File: src/rtl/wb_cmd_master.sv
// wb_cmd_master: single-outstanding Wishbone pipelined master.
// Converts a local request/response handshake into one classic-pipelined
// bus transaction at a time and returns status on a one-cycle pulse.
// Optional build macro WB_MASTER_TIMEOUT_EN adds a per-transaction abort
// counter of TIMEOUT_CYCLES bus cycles; without it the master waits forever.
module wb_cmd_master #(
   parameter int ADDR_WIDTH     = 8,
   parameter int TIMEOUT_CYCLES = 255
) (
   input  logic                  clk_i,
   input  logic                  rst_i,
   input  logic                  req_i,
   output logic                  req_ready_o,
   input  logic                  req_we_i,
   input  logic [ADDR_WIDTH-1:0] req_adr_i,
   input  logic [3:0]            req_sel_i,
   input  logic [31:0]           req_dat_i,
   output logic                  rsp_valid_o,
   output logic [31:0]           rsp_dat_o,
   output logic                  rsp_err_o,
   output logic                  rsp_timeout_o,
   output logic                  wb_cyc_o,
   output logic                  wb_stb_o,
   output logic                  wb_we_o,
   output logic [ADDR_WIDTH-1:0] wb_adr_o,
   output logic [3:0]            wb_sel_o,
   output logic [31:0]           wb_dat_o,
   input  logic [31:0]           wb_dat_i,
   input  logic                  wb_ack_i,
   input  logic                  wb_err_i,
   input  logic                  wb_rty_i,
   input  logic                  wb_stall_i
);

   typedef enum logic [1:0] {IDLE, STROBE, WAIT, RESP} state_t;

   state_t state;
   state_t state_nxt;

   logic busy;
   logic accept;
   logic term;
   logic expire;

   assign busy   = (state == STROBE) || (state == WAIT);
   assign accept = req_i && req_ready_o;
   assign term   = busy && (wb_ack_i || wb_err_i || wb_rty_i);

`ifdef WB_MASTER_TIMEOUT_EN
   logic [15:0] tmo_cnt;

   // Count bus cycles of the current transaction; restarts on every accept.
   always_ff @(posedge clk_i or posedge rst_i) begin
      if (rst_i) begin
         tmo_cnt <= '0;
      end else if (accept) begin
         tmo_cnt <= '0;
      end else if (busy) begin
         tmo_cnt <= tmo_cnt + 16'd1;
      end
   end

   // A real termination in the expiry cycle always beats the timeout.
   assign expire = busy && !term && (tmo_cnt == 16'(TIMEOUT_CYCLES - 1));

   // Timeout flag is part of the held response status.
   always_ff @(posedge clk_i or posedge rst_i) begin
      if (rst_i) begin
         rsp_timeout_o <= 1'b0;
      end else if (term) begin
         rsp_timeout_o <= 1'b0;
      end else if (expire) begin
         rsp_timeout_o <= 1'b1;
      end
   end
`else
   assign expire        = 1'b0;
   assign rsp_timeout_o = 1'b0;
`endif

   // State register.
   always_ff @(posedge clk_i or posedge rst_i) begin
      if (rst_i) begin
         state <= IDLE;
      end else begin
         state <= state_nxt;
      end
   end

   // Next-state logic; termination is checked before stall in STROBE.
   always_comb begin
      state_nxt = state;
      case (state)
         IDLE: begin
            if (accept) state_nxt = STROBE;
         end
         STROBE: begin
            if (term || expire) state_nxt = RESP;
            else if (!wb_stall_i) state_nxt = WAIT;
         end
         WAIT: begin
            if (term || expire) state_nxt = RESP;
         end
         RESP: begin
            state_nxt = IDLE;
         end
         default: begin
            state_nxt = IDLE;
         end
      endcase
   end

   // All outputs are registered from the next state so no wb_* input reaches an output combinationally.
   always_ff @(posedge clk_i or posedge rst_i) begin
      if (rst_i) begin
         req_ready_o <= 1'b1;
         wb_cyc_o    <= 1'b0;
         wb_stb_o    <= 1'b0;
         wb_we_o     <= 1'b0;
         wb_adr_o    <= '0;
         wb_sel_o    <= '0;
         wb_dat_o    <= '0;
         rsp_valid_o <= 1'b0;
         rsp_err_o   <= 1'b0;
         rsp_dat_o   <= '0;
      end else begin
         req_ready_o <= (state_nxt == IDLE);
         wb_cyc_o    <= (state_nxt == STROBE) || (state_nxt == WAIT);
         wb_stb_o    <= (state_nxt == STROBE);
         rsp_valid_o <= (state_nxt == RESP);
         if (accept) begin
            wb_we_o  <= req_we_i;
            wb_adr_o <= req_adr_i;
            wb_sel_o <= req_sel_i;
            wb_dat_o <= req_dat_i;
         end
         if (term) begin
            rsp_err_o <= wb_err_i || wb_rty_i;
            rsp_dat_o <= (wb_ack_i && !wb_err_i && !wb_rty_i && !wb_we_o) ? wb_dat_i : 32'h0;
         end else if (expire) begin
            rsp_err_o <= 1'b1;
            rsp_dat_o <= 32'h0;
         end
      end
   end

endmodule

File: config.mk
export PLATFORM = sky130hd
export DESIGN_NAME = wb_cmd_master
export DESIGN_NICKNAME = d
export VERILOG_FILES = /design/src/rtl/wb_cmd_master.sv
export SDC_FILE = /design/constraint.sdc
export NUM_CORES = 1
export LEC_CHECK = 0
export CORE_MARGIN = 2
export CORE_UTILIZATION = 28
export DETAILED_ROUTE_END_ITERATION = 7
export HOLD_SLACK_MARGIN = 0.06
export PLACE_DENSITY = 0.63
export SYNTH_ARGS = -nofsm -noshare
export SYNTH_HDL_FRONTEND = slang
export SYNTH_SLANG_ARGS = --single-unit
File: constraint.sdc
create_clock -name clk_i -period 8.1 [get_ports clk_i]
set_clock_uncertainty 0.15 [all_clocks]
set_input_delay 1.62 -clock clk_i [delete_from_list [all_inputs] [get_ports clk_i]]
set_output_delay 1.62 -clock clk_i [all_outputs]
set_load 0.01 [all_outputs]
### Word-level counts from Yosys, hierarchy flattened

Cells that the tools add are included.

* equality and inequality tests: 6
* multiplexer cells: 6
* reduce and logical (&&, ||, !) cells: 15

Operator list (number)
* two-way mux 32 bit: 1
* == test 2 bit, second input constant: 4
* two-way mux 2 bit: 4
* one-hot mux 2 bit (4 select lines): 1
* logical AND 1 bit: 5
* logical OR 1 bit: 5
* == test 2 x 1 -> 1 bit, second input constant: 2
* logical NOT 2 bit: 2
* logical NOT 1 bit: 3

* flip-flop bits (word level): 84
* bits of input ports: 84
* output and inout bits: 83
* logic and storage cells: 38

### Logic depth before layout (Yosys ltp)

Gate-level depths: netlist of the first run.

* depth in word-level cells: 7
* depth in mapped cells: 7
* depth with buffers taken out: 6

### Worst setup path after synthesis of the first run

Ideal clock, no wire load.

* path kind: in2reg
* start point: input port wb_ack_i
* end point: register wb_cyc_o
* data arrival time: 2.560 ns
* required time: 7.824 ns
* slack: 5.264 ns
* cell stages on the path: 4
* cells stage by stage: o31a_2 -> a2111oi_4 -> a211oi_1 -> ha_1

* word-level cells in the longest chain between the ends: 7
* elaborated cells on any way between the ends: 9

RTL lines
* from (decl): line 29 `input logic wb_ack_i,`
* logical OR 1 bit (*) (2 in series): line 47 `assign term = busy && (wb_ack_i || wb_err_i || wb_rty_i);`
* logical AND 1 bit (*): line 47
* two-way mux 2 bit (on tied branches): line 102, 98
* one-hot mux 2 bit (4 select lines) (*): line 93 `case (state)`
* == test 2 x 1 -> 1 bit / == test 2 bit (equally long branches): line 128 `wb_cyc_o <= (state_nxt == STROBE) || (state_nxt == WAIT);`
* logical OR 1 bit (*): line 128
* to (signal assigned): line 128
* to (decl): line 22 `output logic wb_cyc_o,`

Every way passes the cells marked *; elsewhere a longest branch is shown, timed or not.
A chain may end at the register's enable or synchronous reset.

### Final worst setup path of the first run

* start point: input port wb_err_i
* end point: register rsp_dat_o[28]

* word-level cells in the longest chain between the ends: 5
* elaborated cells on any way between the ends: 8

RTL lines
* from (decl): line 30 `input logic wb_err_i,`
* logical NOT 1 bit: line 139 `rsp_dat_o <= (wb_ack_i && !wb_err_i && !wb_rty_i && !wb_we_o) ? wb_dat_i : 32'h0;`
* logical AND 1 bit (3 in series): line 139
* two-way mux 32 bit: line 139
* to (signal assigned): line 139
* to (decl): line 19 `output logic [31:0] rsp_dat_o,`

Several ways; a longest one is shown, not always the timed one.

==> results.yml, run 1 <==
worst_setup_path:
  path_cells: "clkdlybuf4s50_1, nor4_4, buf_4, a22o_1"
  path_delay_family: "buffers and inverters"
  required_ns: 8.21
  critical_path_arrival_ns: 3.44
  worst-setup-path-type: "in -> reg"
  worst-path-max-fanout: 19
  start_kind: "input port"
  crit_slowest_cell: "nor4_4"
  r2r_setup_slack_ns: 5.72
  worst_setup_path_end_kind: "flip-flop"
  cpPeakStageDelay_ns: 0.75
  r2r_start: "state[1]$_DFF_PP0_"
  r2r_cells: 6
  r2r_end: "rsp_dat_o[28]$_DFFE_PP0P_"
  crit_buf_inv: 2
clocking:
  cts_setup_buffers: 0
  post_cts_resized: 0
  clock-sinks: 84
  hold_buffers: 0
  clk_path_buf_depth: 2
  cts_buffers: 9
  cts_tree: "done"
  path_clk_slew_ns: 0.06
  h-tree-depth: 3
  clock_latency_ns: 0.33
  ctsRootBufferMaster: "clkbuf_16"
logic_synthesis:
  mappedNetlistArea_um2: 3287
  async_flop_share_pct: 100.0
  seq_area_frac_synth_pct: 63.99
  synth_edf_count: 0
  synth-seq-cells: 84
  synthDistinctLibCells: 24
  ys.flop_type: "dfrtp_1"
  synth.net_count: 297
  syn_area_per_cell_um2: 15.96
  synth_cells: 206
  yosysWarningCount: 0
cells_and_area:
  area_delta_synth_final_pct: 63.57
  finalInstanceArea_um2: 5376
  layout-drive-gt1-share_pct: 19.05
  final_util_pct: 47.09
  nNetsFinal: 464
  layout_common_cells: "clkdlybuf4s50_1, dfrtp_1, mux2_2"
  diodes: 0
  final_common_cell: "clkdlybuf4s50_1"
placed_design:
  detailedPlace.worstSlack_ns: 4.396
  io_buffers: 165
  gp_congestion: 0.7498
  dpl.hpwl_um: 5777
  place_area_um2: 5050
pwr:
  power.density_nw_per_um2: 360.2
  total_leakage_power_nw: 2.277
  totalPowerFinal_mw: 1.937
  irDropWorstVdd_mv: 0.1745
timing:
  worst_pin_slew_ns: 1.066
  setup_viol: 0
  rsz0062_at_grt: "no"
  setup_slack_ns: 4.773
  finalSetupTns_ns: 0
  finalMaxSlewViolations: 0
  maxClockFrequency_mhz: 300.6
  slew_headroom_pct: 28.71
  hold_viol: 0
  fin_crit_sh_pct: 41.07
  post-route-min-period_ns: 3.327
grt:
  grt.overflow.total: 0
  grtUsageTotal_pct: 13.12
  grt_pass1_wl_um: 13050
  grt_antenna_before_repair: 0
  grt_max_degree: 85
  grt_pass1_vias: 2546
routing:
  vias: 2380
  drtIter0Drc: 60
  postRouteAntennaNets: 0
  routedWlPerCell_um: 15.48
  drc: 0
  via_per_inst: 4.568
  routed_wl_um: 8063
  drt-pass1-iter-count: 4
die:
  io-pin-count: 167
  coreArea_um2: 11420
  die_height_um: 112.3
  die-area_um2: 12620
  die-width_um: 112.3
  placementRows: 39
  initial_core_util_pct: 28.79
hold_path:
  min_path_type: "reg -> reg"
  whs_endpoint: "rsp_err_o$_DFFE_PP0P_"
  min-delay-start: "rsp_err_o$_DFFE_PP0P_"
  hold_path_depth: 2
outcome:
  status: "completed"
run:
  max_cap_violations: 0
[worst max path at each step]
| stage | depth (start not counted) | end | slack (ns) | start |
|---|---|---|---|---|
| 2_1_floorplan | 1 | rsp_dat_o[0]$_DFFE_PP0P_ | 4.17 | rst_i |
| 3_3_place_gp | 4 | wb_cyc_o$_DFF_PP0_ | 4.43 | wb_err_i |
| 3_5_place_dp | 3 | wb_adr_o[2]$_DFFE_PP0P_ | 4.40 | req_i |
| 4_1_cts | 3 | wb_sel_o[1]$_DFFE_PP0P_ | 4.74 | req_i |
| 5_1_grt | 4 | rsp_dat_o[29]$_DFFE_PP0P_ | 4.64 | wb_err_i |
| 6_report | 4 | rsp_dat_o[28]$_DFFE_PP0P_ | 4.77 | wb_err_i |
[sequential cells by signal, summed over array words and instances, names as in the netlist, 2 cells and up]
name,cells
rsp_dat_o,32
state,2
wb_adr_o,8
wb_dat_o,32
wb_sel_o,4
[layer usage]
layer | GRT usage (%) | share of wire, %
met1 | 16.86 | 43
met5 | 0 | 0
met4 | 3.577 | 1.1
met3 | 4.428 | 7.8
met2 | 21.33 | 48
[tightest hold or removal path, delay by kind of cell, from the launching register on]
family           cells  cell delay [ns]
flip-flops           1             0.36
AND/OR/NAND/NOR      2             0.10
[through the flow]
step,hold slack [ns],instances
6_report,0.3382,521
5_1_grt,0.3624,521
4_1_cts,0.3438,521
3_5_place_dp,0.3228,505
3_3_place_gp,0.3094,505
2_1_floorplan,0.3513,206
[synth_stat cells (all sizes together), types with 2 or more instances]
cell type   n  share of area (%)
dfrtp      83                 63
mux2       45                 15
a22o       32                8.5
buf        12                2.8
ha          7                2.7
nand2       6               0.84
inv         4               0.46
a211o       2               0.53
a211oi      2               0.46
o311ai      2               0.53
[power breakdown]
group	total, mW	switching [mW]	internal (mW)
Sequential	0.676	0.0893	0.586
Combinational	0.817	0.334	0.483
Clock	0.444	0.164	0.280
[cells by family after synthesis]
| logic type | count (synthesis) | share of synthesized area [%] |
|---|---|---|
| multiplexers | 45 | 15.42 |
| AND/OR/NAND/NOR | 10 | 2.284 |
| flip-flops | 84 | 63.99 |
| buffers and inverters | 16 | 3.236 |
| AO/OA/AOI/OAI | 43 | 12.30 |
| other | 1 | 0.1141 |
| adder cells (fa/ha/maj) | 7 | 2.665 |
[area by class of cell]
cell class,instances,area (um2)
fill,1050,6042
sequential,84,2103
timing repair buffer,168,1674
multi-input combinational,106,1077
clock buffer,11,242.7
tap,143,178.9
clock inverter,5,83.83
inverter,4,16.27
No activity file was read; power rests on OpenSTA's default activity.
==> run 2: changes to the inputs <==
--- a/config.mk
+++ b/config.mk
@@ -9,7 +9,7 @@
 export CORE_UTILIZATION = 28
 export DETAILED_ROUTE_END_ITERATION = 7
 export HOLD_SLACK_MARGIN = 0.06
-export PLACE_DENSITY = 0.63
+export PLACE_DENSITY = 0.65
 export SYNTH_ARGS = -nofsm -noshare
 export SYNTH_HDL_FRONTEND = slang
 export SYNTH_SLANG_ARGS = --single-unit
==> constraint.sdc (replaced) <==
create_clock -name clk_i -period 2.9 [get_ports clk_i]
set_clock_uncertainty 0.15 [all_clocks]
set_input_delay 0.58 -clock clk_i [delete_from_list [all_inputs] [get_ports clk_i]]
set_output_delay 0.58 -clock clk_i [all_outputs]
set_load 0.01 [all_outputs]
==> run 2 against run 1 <==
  * Critical path depth is 2 higher
  * Count of clock-buffer cells in the layout unchanged
  * Sequential share of layout area shrank 0.36 points
  * Non-clock buffer count increased by 2
  * Via count decreased by 0.84%
  * Combinational power grew to 2.9 times the previous value
  * Sequential power grew to 2.8 times the previous value
  * Final cell count up 0.38%
==> results.yml, run 2 (synthesis gave the netlist of run 1 again) <==
worst_setup_path:
  worstSetupStartpoint: "state[1]$_DFF_PP0_"
  r2r_end: "wb_cyc_o$_DFF_PP0_"
  worst_setup_path_end_kind: "flip-flop"
  crit_cells: 6
  cpPeakStageDelay_ns: 0.46
  required_ns: 2.96
  critical_path_arrival_ns: 2.28
  r2r_start: "state[1]$_DFF_PP0_"
  worst-path-max-fanout: 9
  path_cells: "inv_1, ha_1, nand3_4, a2111oi_4, a211oi_1, ha_1"
  r2r_setup_slack_ns: 0.68
  path_delay_family: "adder cells"
  crit_buf_inv: 1
  start_kind: "flip-flop"
  crit_slowest_cell: "dfrtp_1"
  crit_path_frequent_cell: "ha_1"
  r2r_cells: 6
  worst-setup-path-type: "reg -> reg"
clocking:
  ctsRootBufferMaster: "clkbuf_16"
  cts_setup_buffers: 0
  hold_buffers: 0
  h-tree-depth: 3
  clock-sinks: 84
  cts_buffers: 9
  cts_tree: "done"
  clock_latency_ns: 0.33
  clk_path_buf_depth: 2
  path_clk_slew_ns: 0.06
  post_cts_resized: 0
placed_design:
  dpl.hpwl_um: 6043
  gp_congestion: 0.7462
  numPlacedInstances: 507
  place_area_um2: 5090
  io_buffers: 165
grt:
  grt_max_degree: 46
  grtUsageTotal_pct: 13.06
  grt_antenna_before_repair: 0
  grt_pass1_wl_um: 13090
  grt.overflow.total: 0
  grt_pass1_vias: 2575
die:
  coreArea_um2: 11420
  die-area_um2: 12620
  die-width_um: 112.3
  initial_core_util_pct: 28.79
  io-pin-count: 167
  die_height_um: 112.3
  placementRows: 39
timing:
  maxClockFrequency_mhz: 450.5
  setup_viol: 0
  slew_headroom_pct: 53.48
  hold_viol: 0
  finalMaxSlewViolations: 0
  post-route-min-period_ns: 2.220
  fin_crit_sh_pct: 76.55
  worst_pin_slew_ns: 0.6970
  hold-worst-slack_ns: 0.3215
  rsz0062_at_grt: "no"
  finalSetupTns_ns: 0
cells_and_area:
  diodes: 0
  largestRegisters: "rsp_dat_o: 32 flops, wb_dat_o: 32 flops, wb_adr_o: 8 flops"
  layout_common_cells: "clkdlybuf4s50_1, dfrtp_1, mux2_2"
  area_delta_synth_final_pct: 65.09
  final_util_pct: 47.52
  finalInstanceArea_um2: 5426
  finalNonFillerCells: 523
  nNetsFinal: 466
  final_common_cell: "clkdlybuf4s50_1"
  layout-drive-gt1-share_pct: 19.74
outcome:
  status: "completed"
pwr:
  total_leakage_power_nw: 2.302
  power.density_nw_per_um2: 1010
  irDropWorstVdd_mv: 0.6811
routing:
  drtIter0Drc: 52
  vias: 2360
  postRouteAntennaNets: 0
  via_per_inst: 4.512
  drc: 0
  drt-pass1-iter-count: 4
  routedWlPerCell_um: 15.75
  routed_wl_um: 8238
hold_path:
  hold_path_depth: 2
  whs_endpoint: "rsp_err_o$_DFFE_PP0P_"
  min_path_type: "reg -> reg"
  min-delay-start: "rsp_err_o$_DFFE_PP0P_"
run:
  max_cap_violations: 0
-- run 2: worst max-delay path by stage --
stage                          endpoint  slack [ns]
3_3_place_gp         wb_cyc_o$_DFF_PP0_        0.47
4_1_cts                     req_ready_o        0.67
3_5_place_dp         wb_cyc_o$_DFF_PP0_        0.41
5_1_grt              wb_cyc_o$_DFF_PP0_        0.54
2_1_floorplan  rsp_dat_o[0]$_DFFE_PP0P_       0.007
6_report             wb_cyc_o$_DFF_PP0_        0.68
-- run 2: where the power goes --
group,internal (mW),leakage (nW),switching (mW)
combinational,1.36,1.09,0.972
clock,0.802,0.158,0.449
sequential,1.64,1.06,0.255
total,3.81,2.30,1.68
-- run 2: cell type report --
class                           instances  area, um2
Clock buffer                           11      252.7
Clock inverter                          5      83.83
Timing Repair Buffer                  170       1714
Multi-Input combinational cell        106       1077
Inverter                                4      16.27
Fill cell                            1021       5992
Tap cell                              143      178.9
Sequential cell                        84       2103
-- run 2: through the flow --
| stage | setup WS, ns | total power [mW] |
|---|---|---|
| after floorplan | 0.006511 | 3.041 |
| after global placement | 0.4740 | 4.212 |
| after detailed placement | 0.4065 | 4.271 |
| after CTS | 0.6715 | 5.555 |
| after global routing | 0.5362 | 5.794 |
| final | 0.6800 | 5.481 |
-- run 2: worst min-delay path: stages (launching register included) --
cell     delay [ns]
dfrtp_1        0.34
nand2_1        0.05
nand2_1        0.05
-- run 2: layer usage --
metal | share of wire, % | global-route usage (%) | up-vias | routed length (um)
met1 | 42 | 15.87 | 1153 | 3448
met2 | 49 | 21.33 | 100 | 4038
met5 | 0 | 0 | - | 0
met3 | 7.3 | 4.752 | 14 | 599
li1 | - | - | 1093 | -
met4 | 1.8 | 4.959 | 0 | 152
==> run 3: changes to the inputs <==
==> constraint.sdc (replaced) <==
create_clock -name clk_i -period 1.8 [get_ports clk_i]
set_clock_uncertainty 0.15 [all_clocks]
set_input_delay 0.36 -clock clk_i [delete_from_list [all_inputs] [get_ports clk_i]]
set_output_delay 0.36 -clock clk_i [all_outputs]
set_load 0.01 [all_outputs]
==> run 3 against run 2 <==
  * Sequential cell count did not move
  * Worst setup slack lost 0.65 ns
  * Cell area up 2.5%
  * Worst hold slack got worse by 0.00053 ns
  * Sequential power rose by 60%
  * Non-clock buffer count rose by 14
  * Core utilization is 1.2 points higher
==> results.yml, run 3 (synthesis gave the netlist of run 1 again) <==
grt:
  grt_antenna_before_repair: 0
  grt_pass1_vias: 2505
  grt.overflow.total: 0
  grt_max_degree: 61
  grtUsageTotal_pct: 13.06
  grt_pass1_wl_um: 12920
worst_setup_path:
  crit_slowest_cell: "dfrtp_1"
  start_kind: "flip-flop"
  r2r_end: "wb_cyc_o$_DFF_PP0_"
  required_ns: 1.87
  critical_path_arrival_ns: 1.85
  cpPeakStageDelay_ns: 0.40
  worst-path-max-fanout: 3
  crit_path_frequent_cell: "ha_1"
  worst-setup-path-type: "reg -> reg"
  r2r_cells: 6
  r2r_setup_slack_ns: 0.03
  path_cells: "inv_2, ha_1, a211o_1, nand2_1, o311ai_2, ha_1"
  worst_setup_path_end_kind: "flip-flop"
  r2r_start: "state[1]$_DFF_PP0_"
cells_and_area:
  nFillCells: 1043
  final_common_cell: "clkdlybuf4s50_1"
  final_util_pct: 48.71
  layout-drive-gt1-share_pct: 23.60
  largestRegisters: "rsp_dat_o: 32 flops, wb_dat_o: 32 flops, wb_adr_o: 8 flops"
  nNetsFinal: 480
  finalInstanceArea_um2: 5562
  area_delta_synth_final_pct: 69.20
  layout_common_cells: "clkdlybuf4s50_1, dfrtp_1, mux2_2"
  diodes: 0
pwr:
  irDropWorstVdd_mv: 0.8429
  power.density_nw_per_um2: 1609
  total_leakage_power_nw: 2.478
clocking:
  h-tree-depth: 3
  clock_latency_ns: 0.33
  path_clk_slew_ns: 0.06
  cts_buffers: 9
  ctsRootBufferMaster: "clkbuf_16"
  clock-sinks: 84
  clk_path_buf_depth: 2
  cts_tree: "done"
placed_design:
  dpl.hpwl_um: 6141
  gp_congestion: 0.7564
  io_buffers: 165
  place_area_um2: 5220
outcome:
  status: "completed"
timing:
  maxClockFrequency_mhz: 563.7
  hold-worst-slack_ns: 0.3210
  post-route-min-period_ns: 1.774
  setup_viol: 0
  finalMaxSlewViolations: 0
  fin_crit_sh_pct: 98.56
  hold_viol: 0
  rsz0062_at_grt: "yes"
die:
  die-width_um: 112.3
  die_height_um: 112.3
  coreArea_um2: 11420
  initial_core_util_pct: 28.79
  die-area_um2: 12620
  io-pin-count: 167
  placementRows: 39
routing:
  drc: 0
  postRouteAntennaNets: 0
  routed_wl_um: 8202
  via_per_inst: 4.477
  drtIter0Drc: 121
  routedWlPerCell_um: 15.27
  vias: 2404
  drt-pass1-iter-count: 4
hold_path:
  min_path_type: "in -> async"
run:
  max_cap_violations: 0
## run 3: timing repair
action / 4_1_cts / 5_1_grt
pin swaps: 2 / 1
endpoints found under the setup margin: 3 / 9
setup buffers: 2 / 1
hold buffers: 0 / 0
gates resized for setup: 4 / 7
## run 3: critical path: cells and delay by family, from the launching register on
kind	cells	cell delay (ns)
buffers and inverters	1	0.07
adders and majority gates	2	0.51
AOI/OAI and AO/OA	2	0.42
and+or+nand+nor	1	0.10
DFF	1	0.40
## run 3: report_power, final
part / internal (mW) / switching [mW] / total, mW
logic: 2.44 / 1.62 / 4.05
clock network: 1.15 / 0.728 / 1.87
registers: 2.64 / 0.378 / 3.02
total: 6.22 / 2.72 / 8.95
## run 3: per-stage QoR
stage,worst slack [ns],TNS (ns),power (mW),instances
final,0.02594,0,8.948,537
after floorplan,-0.04203,-0.04203,4.981,206
after global placement,-0.2590,-6.631,7.068,518
after CTS,0.0008816,0,9.076,536
after global routing,-0.02849,-0.02849,9.464,537
after detailed placement,-0.2695,-7.380,7.159,518
## run 3: layer usage
layer	vias up	wire, um	track usage (%)	part of all wire, %
li1	1123	-	-	-
met1	1165	3451	15.94	42
met2	102	3917	20.76	48
met3	14	690	5.346	8.4
met4	0	142	5.041	1.7
met5	-	0	0	0
## run 3: cell type report
cell class / instances / area (um2) / share of cell area, %
flip-flops and latches: 84 / 2103 / 37.82
inverters: 4 / 18.77 / 0.3375
clock inverters: 4 / 47.55 / 0.8549
multi-input cells: 106 / 1100 / 19.77
clock buffers: 12 / 256.5 / 4.612
repair buffers: 184 / 1857 / 33.39
well taps: 143 / 178.9 / 3.217
## run 3: worst max-delay path by stage
stage                                          from            endpoint  slack (ns)  cells past startpoint
after floorplan                  state[1]$_DFF_PP0_  wb_cyc_o$_DFF_PP0_       -0.04                      7
final                            state[1]$_DFF_PP0_  wb_cyc_o$_DFF_PP0_        0.03                      6
after detailed placement                   wb_ack_i  wb_cyc_o$_DFF_PP0_       -0.27                      5
after global placement                     wb_ack_i  wb_cyc_o$_DFF_PP0_       -0.26                      5
after global routing             state[0]$_DFF_PP0_  wb_cyc_o$_DFF_PP0_       -0.03                      6
after CTS                 rsp_dat_o[19]$_DFFE_PP0P_       rsp_dat_o[19]      0.0009                      1
